File: config.mk
export PLATFORM = sky130hd
export DESIGN_NAME = avalon_regfile
export DESIGN_NICKNAME = d
export VERILOG_FILES = /design/src/rtl/avalon_regfile_pkg.sv /design/src/rtl/avalon_wait_fsm.sv /design/src/rtl/avalon_regfile.sv
export SDC_FILE = /design/constraint.sdc
export NUM_CORES = 1
export LEC_CHECK = 0
export ABC_AREA = 1
export CORE_MARGIN = 4
export CORE_UTILIZATION = 42
export DETAILED_ROUTE_END_ITERATION = 6
export GPL_ROUTABILITY_DRIVEN = 0
export PLACE_DENSITY = 0.82
export SYNTH_ARGS = -nofsm -noshare
export SYNTH_HDL_FRONTEND = slang
export SYNTH_SLANG_ARGS = --single-unit
File: constraint.sdc
create_clock -name iClk -period 1.9 [get_ports iClk]
set_input_delay 0.38 -clock iClk [delete_from_list [all_inputs] [get_ports iClk]]
set_output_delay 0.38 -clock iClk [all_outputs]
set_load 0.01 [all_outputs]
File: src/rtl/avalon_regfile_pkg.sv
// Shared definitions for the Avalon-MM register file: FSM encodings,
// default bad-address read value and a constant log2 helper.
package avalon_regfile_pkg;

  localparam logic [1:0] ST_IDLE = 2'd0;
  localparam logic [1:0] ST_WAIT = 2'd1;
  localparam logic [1:0] ST_ACK  = 2'd2;

  localparam logic [31:0] BAD_ADDR_DEFAULT = 32'hDEAD_BEEF;

  function automatic int clog2(input int value);
    int r;
    r = 0;
    for (int k = 0; k < 31; k++) begin
      if ((1 << r) < value) r = r + 1;
    end
    return r;
  endfunction

endpackage

File: src/rtl/avalon_wait_fsm.sv
// Wait-state handshake for one Avalon-MM transfer; ack marks the single
// cycle in which the request is sampled and committed.
//   state   | meaning
//   IDLE    | no transfer in progress, waiting for read|write
//   WAIT    | counting WAIT_STATES stall cycles
//   ACK     | transfer accepted, waitrequest released for one cycle
module avalon_wait_fsm
  import avalon_regfile_pkg::*;
#(
  parameter int WAIT_STATES = 0
) (
  input  logic iClk,
  input  logic nReset,
  input  logic req,
  output logic ack,
  output logic ack_next,
  output logic waitrequest
);

  logic [1:0] state_q, state_d;
  logic [3:0] cnt_q, cnt_d;

  always_comb begin
    state_d = state_q;
    cnt_d   = cnt_q;
    case (state_q)
      ST_IDLE: begin
        if (req) begin
          if (WAIT_STATES > 0) begin
            state_d = ST_WAIT;
            cnt_d   = 4'(WAIT_STATES - 1);
          end else begin
            state_d = ST_ACK;
          end
        end
      end
      ST_WAIT: begin
        // A request dropped mid-stall is abandoned without commit.
        if (!req) begin
          state_d = ST_IDLE;
          cnt_d   = 4'd0;
        end else if (cnt_q == 4'd0) begin
          state_d = ST_ACK;
        end else begin
          cnt_d = cnt_q - 4'd1;
        end
      end
      ST_ACK:  state_d = ST_IDLE;
      default: begin
        state_d = ST_IDLE;
        cnt_d   = 4'd0;
      end
    endcase
  end

  always_ff @(posedge iClk) begin
    if (!nReset) begin
      state_q <= ST_IDLE;
      cnt_q   <= 4'd0;
    end else begin
      state_q <= state_d;
      cnt_q   <= cnt_d;
    end
  end

  assign ack         = (state_q == ST_ACK);
  assign ack_next    = (state_d == ST_ACK);
  assign waitrequest = req & (state_q != ST_ACK);

endmodule

File: src/rtl/avalon_regfile.sv
// Parametrised Avalon-MM slave register file with per-lane byteenable,
// hardware-sourced read-only registers and per-register write strobes.
module avalon_regfile
  import avalon_regfile_pkg::*;
#(
  parameter int                            NUM_REGS      = 4,
  parameter int                            DATA_WIDTH    = 32,
  parameter int                            ADDR_WIDTH    = 11,
  parameter int                            WAIT_STATES   = 0,
  parameter logic [NUM_REGS*DATA_WIDTH-1:0] RESET_VALUE  = '0,
  parameter logic [NUM_REGS-1:0]            RO_MASK      = '0,
  parameter logic [31:0]                    BAD_ADDR_DATA = BAD_ADDR_DEFAULT
) (
  input  logic                           iClk,
  input  logic                           nReset,
  input  logic [ADDR_WIDTH-1:0]          avs_address,
  input  logic [DATA_WIDTH/8-1:0]        avs_byteenable,
  input  logic                           avs_read,
  output logic [DATA_WIDTH-1:0]          avs_readdata,
  input  logic                           avs_write,
  input  logic [DATA_WIDTH-1:0]          avs_writedata,
  output logic                           avs_waitrequest,
  input  logic [NUM_REGS*DATA_WIDTH-1:0] iHwRegs,
  output logic [NUM_REGS*DATA_WIDTH-1:0] oRegs,
  output logic [NUM_REGS-1:0]            oWrStrobe
);

  localparam int LANES     = DATA_WIDTH / 8;
  localparam int LANE_BITS = clog2(LANES);
  localparam int IDX_W     = ADDR_WIDTH - LANE_BITS;

  logic ack, ack_next;

  avalon_wait_fsm #(
    .WAIT_STATES(WAIT_STATES)
  ) u_fsm (
    .iClk       (iClk),
    .nReset     (nReset),
    .req        (avs_read | avs_write),
    .ack        (ack),
    .ack_next   (ack_next),
    .waitrequest(avs_waitrequest)
  );

  logic [IDX_W-1:0] idx;
  logic [31:0]      idx_ext;
  assign idx     = avs_address[ADDR_WIDTH-1:LANE_BITS];
  assign idx_ext = 32'(idx);

  if (LANE_BITS > 0) begin : g_lane_bits
    logic unused_lane_addr;
    assign unused_lane_addr = ^avs_address[LANE_BITS-1:0];
  end

  logic [DATA_WIDTH-1:0] regs_q [NUM_REGS];
  logic [NUM_REGS-1:0]   wr_hit;

  for (genvar i = 0; i < NUM_REGS; i++) begin : g_reg
    assign wr_hit[i]    = ack & avs_write & (idx_ext == i) & ~RO_MASK[i];
    assign oWrStrobe[i] = wr_hit[i] & (|avs_byteenable);

    always_ff @(posedge iClk) begin
      if (!nReset) begin
        regs_q[i] <= RESET_VALUE[i*DATA_WIDTH +: DATA_WIDTH];
      end else if (wr_hit[i]) begin
        for (int b = 0; b < LANES; b++) begin
          if (avs_byteenable[b]) regs_q[i][b*8 +: 8] <= avs_writedata[b*8 +: 8];
        end
      end
    end

    // RO registers keep unused storage at reset value; the view is hardware.
    assign oRegs[i*DATA_WIDTH +: DATA_WIDTH] =
      RO_MASK[i] ? iHwRegs[i*DATA_WIDTH +: DATA_WIDTH] : regs_q[i];
  end

  logic [DATA_WIDTH-1:0] rd_val;

  always_comb begin
    rd_val = DATA_WIDTH'(BAD_ADDR_DATA);
    for (int i = 0; i < NUM_REGS; i++) begin
      if (idx_ext == i) rd_val = oRegs[i*DATA_WIDTH +: DATA_WIDTH];
    end
  end

  // Loaded on entry to ACK and cleared afterwards, so it is 0 outside ACK.
  always_ff @(posedge iClk) begin
    if (!nReset) begin
      avs_readdata <= '0;
    end else if (ack_next & avs_read & ~avs_write) begin
      avs_readdata <= rd_val;
    end else begin
      avs_readdata <= '0;
    end
  end

endmodule

==> flow_summary.ini, run 1 <==
[timing]
layout_min_cycle_time_ps = 1840
clock.fmax_mhz = 543
final-max-slew-violation-count = 0
final.setup_skew_ps = 12.5
final.period_utilization = 0.970
relative_slew_slack = 0.634
worst-slew-pin-transition_ps = 550
final-setup-viol-count = 0
final-hold-violation-count = 0

[die]
floorplan.die.width_um = 140
design.core.area_sq_um = 17200
chip_height_um = 140
boundary_pin_count = 344
row_count = 48
floorplan.die_area_sq_um = 19700
start_util = 0.427

[finish]
multi_input_gate_area_in_the_final_layout_sq_um = 2450
flow.area_growth_from_synthesis_pct = 46.9
design.final.nets = 1126
mostFrequentLayoutCell = sky130_fd_sc_hd__clkdlybuf4s50_1
layout_common_cells = sky130_fd_sc_hd__clkdlybuf4s50_1 (194), sky130_fd_sc_hd__nor2_1 (173), sky130_fd_sc_hd__edfxtp_1 (128)
fillCellCount = 1308
layout.area.seq_sq_um = 4600
stdcell_area_sq_um = 10800
layout-drive-gt1-share = 0.150

[route]
route.detailed.drc = 0
route.detailed.vias_per_inst = 5.22
finalWirelength_um = 22500
highest_routed_layer = met4
metal_1_wl_um = 8710
dr_total_vias = 6179
route.antenna.remaining_nets = 0
drt-wirelength-per-cell_um = 19.0
detail_route.iter0.violations = 504
wl_met2_um = 11100
routed-wl-met3_um = 2370
detail_route.first_pass.iterations = 5

[synth]
ys_ff_latch = 166
syn_avg_cell_area_sq_um = 10.8
mappedNetlistNets = 862
synth.yosys.seq_area_share = 0.626
post_synth_cell_types = 27
syn-cell-area_sq_um = 7350
netlist_instances = 681
ys.warnings.count = 0

[power_and_ir_drop]
power.static_leakage_uw = 0.00443
power.density_cell_area_nw_per_um2 = 742
power_uw = 8020
maximum_vdd_drop_uv = 642

[global_route]
grt_max_degree = 49
grt_overflow = 0
grt_first_pass_wirelength_um = 34600
track_usage = 0.225
antenna_found_initial = 0
vias_in_the_first_global_route = 6262

[job]
max-cap-violations = 0

[clock_tree]
clock_insertion_delay_worst_skew_ps = 430
cts_htree_levels = 4
clock_tree_from_tritoncts = done
cts.sink_count = 166
hold_buffers = 0
cts-buffers-inserted = 17
cts-root-buf = sky130_fd_sc_hd__clkbuf_16
cts.clk_slew.worst_paths_ps = 60
max-clock-path-buffers = 2

[setup_path]
cpMaxStageDelayCell = sky130_fd_sc_hd__clkdlybuf4s50_1
critical_path.max_stage_delay_ps = 470
worstRegToRegCells = 7
timing.critical_path.cells = clkdlybuf4s50_1 -> buf_6 -> nor4_4 -> buf_4 -> nor3_2 -> buf_2
critPathKind = input pin to primary output
critPathRequiredTime_ps = 1520
startpoint_type = input pin
worst-path-max-fanout = 4
crit_arrival_ps = 1460
critPathCaptureType = primary output

[placement]
dpl.hpwl_um = 16200
area_post_placement_sq_um = 10200
placement.io_buffers = 213

[status]
run_status = complete, no violations

[worst_hold_path]
worstHoldPathType = input pin to register
whs_path_depth = 3
==> worst max-delay path: cells and delay by family <==
family / cells / cell delay [ps]
buf+inv: 4 / 890
simple gates: 2 / 180
==> worst paths after layout <==
check | startpoint | slack (ps) | to
hold / removal | nReset | 250 | u_fsm.cnt_q[0]
hold reg to reg | u_fsm.cnt_q[0] | 450 | u_fsm.cnt_q[0]
setup reg to reg | u_fsm.state_q[0] | 300 | regs_q[2][18]
setup / recovery | avs_byteenable[3] | 60 | oWrStrobe[2]
==> kinds of logic after synthesis <==
logic type / synth area share
flops: 0.626
buf+inv: 0.0459
xor+xnor: 0.00119
fa+ha+maj: 0.00340
simple gates: 0.297
compound gates: 0.0262
==> stage by stage <==
| step | hold slack (ps) | TNS (ps) | worst slack (ps) | util | cells |
|---|---|---|---|---|---|
| after global routing | 268 | -8.19 | -5.25 | 0.627 | 1183 |
| after global placement | 439 | -69080 | -459 | 0.594 | 1148 |
| after CTS | 237 | -37.6 | -37.6 | 0.625 | 1182 |
| after detailed placement | 444 | -87210 | -522 | 0.594 | 1148 |
| after floorplan | 422 | 0 | 186 | - | 681 |
| final | 245 | 0 | 57.3 | 0.627 | 1184 |
==> final cells by class <==
| class | count | share of cell area |
|---|---|---|
| well taps | 225 | 0.0261 |
| clock inverters | 13 | 0.00915 |
| clock buffers | 19 | 0.0401 |
| flip-flops and latches | 166 | 0.426 |
| diodes | 1 | 0.000232 |
| repair buffers | 280 | 0.256 |
| inverters | 44 | 0.0153 |
| multi-input cells | 436 | 0.227 |
==> Yosys cell counts <==
cell | number | area [sq um]
sky130_fd_sc_hd__nor4_1 | 1 | 6.26
sky130_fd_sc_hd__clkbuf_1 | 8 | 30.0
sky130_fd_sc_hd__ha_1 | 2 | 25.0
sky130_fd_sc_hd__nand4_1 | 1 | 6.26
sky130_fd_sc_hd__buf_2 | 18 | 90.1
sky130_fd_sc_hd__nor2_8 | 5 | 100
sky130_fd_sc_hd__nor3_1 | 4 | 20.0
sky130_fd_sc_hd__inv_2 | 1 | 3.75
sky130_fd_sc_hd__nand2_1 | 57 | 214
sky130_fd_sc_hd__nor2_1 | 173 | 649
sky130_fd_sc_hd__nor2_2 | 4 | 25.0
sky130_fd_sc_hd__nand3b_1 | 72 | 541
sky130_fd_sc_hd__o21ai_1 | 1 | 5.00
sky130_fd_sc_hd__a21oi_1 | 2 | 10.0
sky130_fd_sc_hd__edfxtp_1 | 128 | 3840
sky130_fd_sc_hd__nand2_2 | 7 | 43.8
sky130_fd_sc_hd__buf_1 | 4 | 15.0
sky130_fd_sc_hd__inv_1 | 43 | 161
sky130_fd_sc_hd__nand3_4 | 17 | 298
sky130_fd_sc_hd__nor2_4 | 1 | 11.3
sky130_fd_sc_hd__buf_4 | 5 | 37.5
sky130_fd_sc_hd__xor2_1 | 1 | 8.76
sky130_fd_sc_hd__o21ai_0 | 34 | 170
sky130_fd_sc_hd__nand3_1 | 52 | 260
sky130_fd_sc_hd__nand2_4 | 1 | 11.3
sky130_fd_sc_hd__dfxtp_1 | 38 | 761
sky130_fd_sc_hd__o21a_1 | 1 | 7.51
==> repair_timing <==
action                                 CTS  global route
setup endpoints to repair                5             7
setup buffers                            2             1
gates resized for setup                 31             7
pin swaps                                9             4
endpoints found under the hold margin    0             0
==> per-layer routing <==
layer | GRT usage | vias up
met5 | 0 | -
met4 | 0.0694 | 0
met3 | 0.0563 | 28
met1 | 0.285 | 2959
li1 | - | 2842
met2 | 0.379 | 350
==> state kept, by name, indices dropped and copies added (netlist names) <==
| name | flops |
|---|---|
| u_fsm.state_q | 2 |
| avs_readdata | 32 |
| u_fsm.cnt_q | 4 |
| regs_q | 128 |
==> report_power, final <==
part | internal [uW] | switching [uW] | leakage (uW)
combinational | 390 | 382 | 0.00255
sequential | 4010 | 65.4 | 0.00163
clock | 1690 | 1490 | 0.000243
total | 6080 | 1940 | 0.00443
Note: power is estimated with default switching activity, not from simulation.
==> inputs of run 2 (changes only) <==
--- a/config.mk
+++ b/config.mk
@@ -6,7 +6,6 @@
 export NUM_CORES = 1
 export LEC_CHECK = 0
 export ABC_AREA = 1
-export CORE_MARGIN = 4
 export CORE_UTILIZATION = 42
 export DETAILED_ROUTE_END_ITERATION = 6
 export GPL_ROUTABILITY_DRIVEN = 0
==> flow_summary.ini, run 2 (synthesis results as in run 1) <==
[route]
dr_total_vias = 6154
detail_route.first_pass.iterations = 5
metal_1_wl_um = 8390
routed-wl-met3_um = 2110
route.detailed.vias_per_inst = 5.21
wl_met2_um = 10100
drt-wirelength-per-cell_um = 17.8
route.antenna.remaining_nets = 0
finalWirelength_um = 21000
highest_routed_layer = met4
detail_route.iter0.violations = 435
route.detailed.drc = 0

[timing]
worst-slew-pin-transition_ps = 481
layout_min_cycle_time_ps = 1830
final.setup_skew_ps = 8.80
final-hold-violation-count = 0
final-max-slew-violation-count = 0
grt_setup_unrepaired = false
relative_slew_slack = 0.680
finalSetupTns_ps = 0
clock.fmax_mhz = 546
final-setup-viol-count = 0
final.period_utilization = 0.965
hold_slack_ps = 372

[clock_tree]
clock_insertion_delay_worst_skew_ps = 420
cts_htree_levels = 4
max-clock-path-buffers = 2
cts-buffers-inserted = 17
cts.clk_slew.worst_paths_ps = 70
cts-root-buf = sky130_fd_sc_hd__clkbuf_16
clock_tree_from_tritoncts = done
hold_buffers = 0
cts.sink_count = 166

[die]
design.core.area_sq_um = 17200
row_count = 48
floorplan.die_area_sq_um = 18000
floorplan.die.width_um = 134
chip_height_um = 134
start_util = 0.428
boundary_pin_count = 344

[worst_hold_path]
whs_path_depth = 5
worstHoldPathType = input pin to register
hp-start = nReset

[finish]
layout-drive-gt1-share = 0.165
stdcell_area_sq_um = 11000
flow.area_growth_from_synthesis_pct = 49.0
mostFrequentLayoutCell = sky130_fd_sc_hd__clkdlybuf4s50_1
max_flop_register = regs_q
largest_registers = regs_q: 128 flops, avs_readdata: 32 flops, u_fsm.cnt_q: 4 flops
fillCellCount = 1305
design.final.nets = 1125
antennaDiodeCount = 0
layout_common_cells = sky130_fd_sc_hd__clkdlybuf4s50_1 (194), sky130_fd_sc_hd__nor2_1 (163), sky130_fd_sc_hd__edfxtp_1 (128)
fin_util = 0.638
largest_reg_flops = 128

[setup_path]
critPathKind = input pin to primary output
worst_r2r_startpoint = u_fsm.state_q[0]
crit_arrival_ps = 1450
critical_path.max_stage_delay_ps = 550
worst_setup_path_startpoint = avs_byteenable[1]
critPathRequiredTime_ps = 1520
startpoint_type = input pin
critPathCaptureType = primary output
timing.critical_path.cells = clkdlybuf4s50_1 -> nor4_2 -> buf_4 -> nor3_2 -> buf_2
worstRegToRegCells = 7
cpMaxStageDelayCell = sky130_fd_sc_hd__clkdlybuf4s50_1
worst-path-max-fanout = 4

[placement]
dpl.hpwl_um = 15000
placement.io_buffers = 213
area_post_placement_sq_um = 10200

[global_route]
grt_max_degree = 45
antenna_found_initial = 0
grt_first_pass_wirelength_um = 32600
grt_overflow = 0
track_usage = 0.241
vias_in_the_first_global_route = 6010

[status]
run_status = complete, no violations

[power_and_ir_drop]
power.static_leakage_uw = 0.00451
power_uw = 8390
power.density_cell_area_nw_per_um2 = 766
maximum_vdd_drop_uv = 599

[job]
max-cap-violations = 0
run 2: cell types whose count changed in the layout (fill, tap and decap cells not counted), sizes merged:
cell | before | now
clkinvlp | 6 | 2
bufinv | 0 | 3
clkinv | 2 | 4
dlygate4sd2 | 9 | 7
buf | 72 | 71
clkdlybuf4s15 | 0 | 1
diode | 1 | 0
dlymetal6s2s | 5 | 6
inv | 49 | 48
run 2: area by class of cell:
type,instances,area [sq um],area share
Clock inverter,13,171,0.0156
Timing Repair Buffer,279,2810,0.257
Tap cell,225,282,0.0257
Sequential cell,166,4600,0.420
Inverter,44,165,0.0151
Multi-Input combinational cell,436,2490,0.227
Clock buffer,19,433,0.0395
run 2: critical path, delay by kind of cell:
| family | cells | cell delay (ps) |
|---|---|---|
| buffers and inverters | 3 | 870 |
| and+or+nand+nor | 2 | 200 |
run 2: layer usage:
layer | vias to the layer above | track usage
met5 | - | 0
li1 | 2847 | -
met4 | 0 | 0.0893
met2 | 365 | 0.398
met3 | 35 | 0.0608
met1 | 2907 | 0.306
run 2: metrics by stage:
step / std cells / setup WS (ps)
finish: 1182 / 67.3
global route: 1182 / 24.2
detailed placement: 1142 / -550
floorplan: 681 / 186
CTS: 1180 / 5.61
global placement: 1142 / -525
run 2: report_power, final:
group          internal (uW)  total [uW]  leakage [uW]  switching [uW]
clock                   2090        3540      0.000289            1450
combinational            396         777       0.00258             380
sequential              4010        4070       0.00163            65.1
run 2: repair_timing:
action / 4_1_cts / 5_1_grt
gates resized for setup: 30 / 24
pin swaps: 11 / 9
setup buffers: 6 / 2
setup endpoints to repair: 5 / 148
run 2: final timing paths:
kind | to | slack (ps)
setup / recovery | oWrStrobe[3] | 70
hold / removal | u_fsm.state_q[1] | 370
setup reg to reg | regs_q[2][26] | 300
hold reg to reg | u_fsm.cnt_q[0] | 460
